<file path="config.mk">
export PLATFORM = sky130hd
export DESIGN_NAME = ew_gray_sync_mc
export DESIGN_NICKNAME = d
export VERILOG_FILES = /design/src/rtl/ew_gray_sync_mc.sv
export SDC_FILE = /design/constraint.sdc
export NUM_CORES = 1
export LEC_CHECK = 0
export BUFFER_PORTS_ARGS = -buffer_cell sky130_fd_sc_hd__buf_4
export CORE_MARGIN = 2
export CORE_UTILIZATION = 45
export CTS_BUF_LIST = sky130_fd_sc_hd__clkbuf_8 sky130_fd_sc_hd__clkbuf_16
export CTS_CLUSTER_SIZE = 40
export DETAILED_ROUTE_END_ITERATION = 10
export PLACE_DENSITY = 0.79
export SYNTH_ARGS = -nofsm -noshare
export SYNTH_HDL_FRONTEND = slang
export SYNTH_SLANG_ARGS = --single-unit
</file>
<file path="constraint.sdc">
create_clock -name clk -period 2.85 [get_ports clk]
set_input_delay 0.4275 -clock clk [delete_from_list [all_inputs] [get_ports clk]]
set_output_delay 0.4275 -clock clk [all_outputs]
set_load 0.01 [all_outputs]
</file>
<file path="src/rtl/ew_gray_sync_mc.sv">
// ew_gray_sync_mc
//   Multi-channel Gray-code pointer synchroniser for async FIFO pointer
//   crossing. Each channel runs its input through a C_SYNC-deep flop chain
//   (C_SYNC = max(SYNC,2)) and then a registered output stage. The output
//   stage presents the Gray value, its binary decode, a one-cycle change
//   strobe and a sticky flag that marks any update moving more than one bit.
//
//   Optional feature macro: EW_GRAY_ERR_CNT_EN adds a saturating per-channel
//   error-event counter exported on err_cnt_o.
//
// Ports
//   clk        destination-domain clock (posedge)
//   rst_n      synchronous active-low reset
//   init_n     synchronous active-low soft init (same clear, lower priority)
//   test       1 = output stage samples data_i directly (chain bypass)
//   data_i     CHANNELS*DATA_WIDTH async Gray inputs
//   err_clr_i  per-channel clear of the sticky error flag
//   gray_o     synchronised Gray value per channel
//   bin_o      binary decode of gray_o, registered alongside it
//   chg_o      one-cycle pulse when a channel's output value changed
//   err_o      sticky multi-bit-change flag per channel
//   err_cnt_o  per-channel error count (EW_GRAY_ERR_CNT_EN only)

module ew_gray_sync_mc #(
  parameter int DATA_WIDTH = 4,
  parameter int CHANNELS   = 1,
  parameter int SYNC       = 2,
  parameter int ERR_CNT_W  = 8
) (
  input  logic                           clk,
  input  logic                           rst_n,
  input  logic                           init_n,
  input  logic                           test,
  input  logic [CHANNELS*DATA_WIDTH-1:0] data_i,
  input  logic [CHANNELS-1:0]            err_clr_i,
  output logic [CHANNELS*DATA_WIDTH-1:0] gray_o,
  output logic [CHANNELS*DATA_WIDTH-1:0] bin_o,
  output logic [CHANNELS-1:0]            chg_o,
  output logic [CHANNELS-1:0]            err_o
`ifdef EW_GRAY_ERR_CNT_EN
  ,
  output logic [CHANNELS*ERR_CNT_W-1:0]  err_cnt_o
`endif
);

  // Depths below two give no metastability protection, so they are raised.
  localparam int C_SYNC = (SYNC < 2) ? 2 : SYNC;

  // Both reset sources clear the same state; rst_n dominance is implicit.
  logic clear;
  assign clear = !rst_n || !init_n;

  genvar gi;
  generate
    for (gi = 0; gi < CHANNELS; gi++) begin : g_ch
      logic [DATA_WIDTH-1:0] sync_reg [C_SYNC];
      logic [DATA_WIDTH-1:0] gray_reg;
      logic [DATA_WIDTH-1:0] bin_reg;
      logic                  chg_reg;
      logic                  err_reg;
      logic [DATA_WIDTH-1:0] new_val;
      logic [DATA_WIDTH-1:0] diff;
      logic [DATA_WIDTH-1:0] bin_next;
      logic                  multi_bit;

      assign new_val = test ? data_i[gi*DATA_WIDTH +: DATA_WIDTH]
                            : sync_reg[C_SYNC-1];
      assign diff    = new_val ^ gray_reg;
      // Clearing the lowest set bit leaves something only if >1 bit differs.
      assign multi_bit = |(diff & (diff - DATA_WIDTH'(1)));

      // Binary bit i is the XOR of all Gray bits at or above i.
      always_comb begin
        bin_next = '0;
        for (int i = 0; i < DATA_WIDTH; i++) begin
          bin_next[i] = ^(new_val >> i);
        end
      end

      // The chain shifts in both modes so returning from bypass is clean.
      always_ff @(posedge clk) begin
        if (clear) begin
          for (int k = 0; k < C_SYNC; k++) begin
            sync_reg[k] <= '0;
          end
          gray_reg <= '0;
          bin_reg  <= '0;
          chg_reg  <= 1'b0;
          err_reg  <= 1'b0;
        end else begin
          sync_reg[0] <= data_i[gi*DATA_WIDTH +: DATA_WIDTH];
          for (int k = 1; k < C_SYNC; k++) begin
            sync_reg[k] <= sync_reg[k-1];
          end
          gray_reg <= new_val;
          bin_reg  <= bin_next;
          chg_reg  <= (diff != '0);
          // A new violation outranks a same-cycle clear.
          err_reg  <= multi_bit || (err_reg && !err_clr_i[gi]);
        end
      end

      assign gray_o[gi*DATA_WIDTH +: DATA_WIDTH] = gray_reg;
      assign bin_o[gi*DATA_WIDTH +: DATA_WIDTH]  = bin_reg;
      assign chg_o[gi] = chg_reg;
      assign err_o[gi] = err_reg;

`ifdef EW_GRAY_ERR_CNT_EN
      logic [ERR_CNT_W-1:0] cnt_reg;

      always_ff @(posedge clk) begin
        if (clear) begin
          cnt_reg <= '0;
        end else if (multi_bit) begin
          // A clear in the same cycle as an event restarts the count at one.
          if (err_clr_i[gi]) begin
            cnt_reg <= ERR_CNT_W'(1);
          end else if (cnt_reg != '1) begin
            cnt_reg <= cnt_reg + ERR_CNT_W'(1);
          end
        end else if (err_clr_i[gi]) begin
          cnt_reg <= '0;
        end
      end

      assign err_cnt_o[gi*ERR_CNT_W +: ERR_CNT_W] = cnt_reg;
`endif
    end
  endgenerate

endmodule
</file>
# Word level (Yosys, flattened, before mapping)
# Memory sizes are Yosys's and may differ from the RTL's.
# Cells that the tools add are included.
# totals
reg_bits,10
ramBits,8
mem_count,1
# op_classes
addsub,1
mux,6
n_bitwise,4
reduce_logical,12
# mem_list
name,words,width,read_ports,rd_ports_with_merged_regs,write_ports,line_no,text
g_ch[0].sync_reg,2,4,2,0,2,56,logic [DATA_WIDTH-1:0] sync_reg [C_SYNC];
# ops
operator,count
parity 4 bit,4
two-way mux 4 bit,3
AND 4 bit,1
nonzero test 4 bit,1
OR reduction 4 bit,1
subtractor 4 x 1 -> 4 bit (second input constant),1
XOR 4 bit,1
zero test 1 bit,3
two-way mux 1 bit,3
logical OR 1 bit,2
bitwise OR 1 bit,2
logical AND 1 bit,1

# Longest topological paths before layout
# depth
depth_word,6
ltp_mapped,5
depth_no_buf,4

# Worst setup path after synthesis
# Ideal clock, no wire load.
# synth_timing
path_kind,input to register
from,input port test
to,"register g_ch[0].err_reg, in the netlist err_o"
arrival_ns,1.548
required_time_ns,2.728
path_slack_ns,1.181
cell_stages,5
cell_sequence,buf_6 mux2i_4 xnor2_1 maj3_2 o311a_1
# synth_between
elab_chain_cells,6
# synth_lines
item,line_no,text
from (decl),33,"input logic test,"
two-way mux 4 bit *,66,assign new_val = test ? data_i[gi*DATA_WIDTH +: DATA_WIDTH]
XOR 4 bit *,68,assign diff = new_val ^ gray_reg;
subtractor 4 x 1 -> 4 bit,70,assign multi_bit = |(diff & (diff - DATA_WIDTH'(1)));
AND 4 bit *,70,
OR reduction 4 bit *,70,
logical OR 1 bit *,99,err_reg <= multi_bit || (err_reg && !err_clr_i[gi]);
to (signal assigned),99,
to (decl),60,logic err_reg;
# Mark *: on every way between the ends. The rest lies on a longest branch, timed or not.
# A chain may end at the register's enable or synchronous reset.

# Worst setup path in the final report
# Ends and elaborated chain as after synthesis.

==> run_results.csv <==
group,metric,value,unit
sta,worst_pin_slew,318,ps
clocking,cts-resized-gates,0,
sta,skew,3.39,ps
sta,tns,0,ps
yosys,ys_seq_elements,17,
sta,fin_ws,1330,ps
power,p_int,381,uW
critical_path,start_kind,"input port",
critical_path,end_kind,"flip-flop",
placed_design,dp_hpwl,819,um
power,p_sw,111,uW
global_route,grt_use_total,0.155,
critical_path,cp_max_fo,5,
worst_hold_path,holdCritPathClass,"input port to flip-flop",
drt,ant_nets,0,
clocking,cts_root_buf,"clkbuf_8",
critical_path,critPathLaunch,"test",
layout,area_growth,27.5,%
sta,setup_viol,0,
global_route,grt_max_degree,11,
power,powerDensity,589,nW/um^2
sta,period_minus_slack,1520,ps
power,vdd_drop_max,0.269,mV
layout,final_layout_size_suffix_gt1_frac,0.333,
critical_path,r2r_cells,4,
sta,drv_slew,0,
floorplan,ioPinCount,19,
sta,rsz0062_at_grt,"no",
placed_design,globalplace.congestion,0.708,
power,p_leak,0.409,nW
floorplan,rows,13,
yosys,synth_area,656,um^2
floorplan,core,1330,um^2
global_route,grt-ovfl-total,0,
drt,routed-via-count,462,
global_route,grt_pass1_vias,476,
yosys,syn_inst,55,
yosys,yosysSeqAreaShare,0.519,
critical_path,path_class,"input port to flip-flop",
placed_design,dp_slack,1060,ps
yosys,synth_top_cell_area_share,0.519,
clocking,clkTransAtPathRegs,60,ps
power,sw_frac_of_total,0.225,
sta,fmax,656,MHz
critical_path,required,2990,ps
drt,drc,0,
layout,largest_reg_flops,8,
drt,dr.pass1.iters,4,
sta,post-route-period-util,0.535,
clocking,postCtsSetupRepairBufs,0,
run,cap_violations,0,
clocking,htree_levels,1,
yosys,yosys_warnings,0,
yosys,syn_avg_cell_area,11.9,um^2
status,status,"finished clean",
layout,diodes,0,
drt,routed_via_density,5.13,
floorplan,fp.dieH,42.2,um
yosys,synthDistinctLibCells,19,
clocking,cts_tree,"yes",
power,seqPwrFrac,0.510,
global_route,antenna_found_initial,0,
placed_design,port_buffers,18,
clocking,clockBufferDepth,2,
clocking,cts_buffers,3,
drt,wl_per_cell,12.5,um
clocking,cts_num_sinks,17,
yosys,ys_top_cells_by_area,"dfxtp_1 52%, and3_1 7.6%, mux2i_4 6.9%",
power,pwr-share-clk,0.349,
layout,stdcell_count,90,
floorplan,fp.dieW,42.2,um
clocking,clk_latency,250,ps
floorplan,initial_utilization,0.492,
sta,hold_viol,0,
critical_path,r2r_start,"g_ch[0].sync_reg[0][7]",
clocking,ctsHoldBuffers,0,
layout,nNetsFinal,85,
floorplan,die_area,1780,um^2
critical_path,cp.arrival,1670,ps
yosys,yosys.area.top_type,"dfxtp_1",
sta,relSlewSlack,0.782,
yosys,syn-num-nets,64,
worst_hold_path,hold_start,"data_i[2]",
worst_hold_path,hold_depth,2,
drt,drtIter0Drc,1,
global_route,grt_pass1_wl,1990,um
drt,routed_wirelength,1120,um
placed_design,place_inst,86,
power,p_comb_frac,0.141,
==> worst max-delay path: stages <==
cell and delay (ps):
buf_4 150, mux2i_4 270, xnor2_1 150, maj3_2 320, o311a_1 340
==> final timing paths <==
kind,endpoint,slack [ps]
setup / recovery,err_o,1330
hold / removal,g_ch[0].sync_reg[0][2],440
setup reg to reg,bin_o[0],1410
hold reg to reg,g_ch[0].sync_reg[0][6],470
==> synth_stat cells <==
cell / number
dfxtp_1: 17
and3_1: 8
nor2_1: 7
xnor2_1: 5
mux2i_1: 2
mux2i_4: 2
xor2_1: 2
a22o_1: 1
buf_4: 1
buf_6: 1
inv_1: 1
maj3_2: 1
mux2i_2: 1
nand2_1: 1
nor2b_1: 1
nor4_1: 1
o21a_1: 1
o311a_1: 1
xnor3_1: 1
==> cell type report <==
type / instances / area, um^2
fill: 124 / 498
sequential: 17 / 340
clock inverter: 1 / 3.75
inverter: 1 / 3.75
timing repair buffer: 18 / 135
multi-input combinational: 35 / 293
tap: 15 / 18.8
clock buffer: 3 / 41.3
==> cells in the final DEF, fill, tap and decap left out <==
| master | count |
|---|---|
| xnor3_1 | 1 |
| nand2_1 | 1 |
| clkbuf_8 | 3 |
| maj3_2 | 1 |
| dfxtp_1 | 17 |
| mux2i_1 | 2 |
| mux2i_2 | 1 |
| o21a_1 | 1 |
| nor2_1 | 7 |
| xor2_1 | 2 |
| nor2b_1 | 1 |
| a22o_1 | 1 |
| xnor2_1 | 5 |
| inv_1 | 2 |
| and3_1 | 8 |
| nor4_1 | 1 |
| mux2i_4 | 2 |
| o311a_1 | 1 |
| buf_4 | 18 |
==> stage by stage <==
step / utilization / hold slack, ps / instance area, um^2 / power [mW]
after floorplan: - / 444 / 656 / 0.299
after global placement: 0.593 / 446 / 791 / 0.324
after detailed placement: 0.593 / 456 / 791 / 0.326
after CTS: 0.627 / 434 / 836 / 0.500
after global routing: 0.627 / 440 / 836 / 0.513
final: 0.627 / 437 / 836 / 0.492
==> routing by layer <==
metal / wire (um) / part of all wire / vias to the layer above / global-route usage
li1: - / - / 226 / -
met1: 444 / 0.40 / 216 / 0.149
met2: 552 / 0.49 / 15 / 0.265
met3: 93 / 0.083 / 5 / 0.0647
met4: 31 / 0.028 / 0 / 0.106
met5: 0 / 0 / - / 0
==> power groups by stage <==
| stage | clock [mW] | sequential [mW] | combinational [mW] |
|---|---|---|---|
| floorplan | 0 | 0.259 | 0.0400 |
| global placement | 0 | 0.256 | 0.0677 |
| detailed placement | 0 | 0.256 | 0.0693 |
| CTS | 0.179 | 0.251 | 0.0699 |
| global route | 0.186 | 0.252 | 0.0753 |
| finish | 0.172 | 0.251 | 0.0692 |
==> logic make-up (layout without fill, tap and decap cells) <==
logic type	Yosys count	after routing	synth area share
xor+xnor	8	8	0.128
flops	17	17	0.519
fa+ha+maj	1	1	0.0172
mux	5	5	0.120
compound gates	3	3	0.0401
simple gates	18	18	0.141
buf+inv	3	23	0.0343
(Power assumes the default switching activity.)
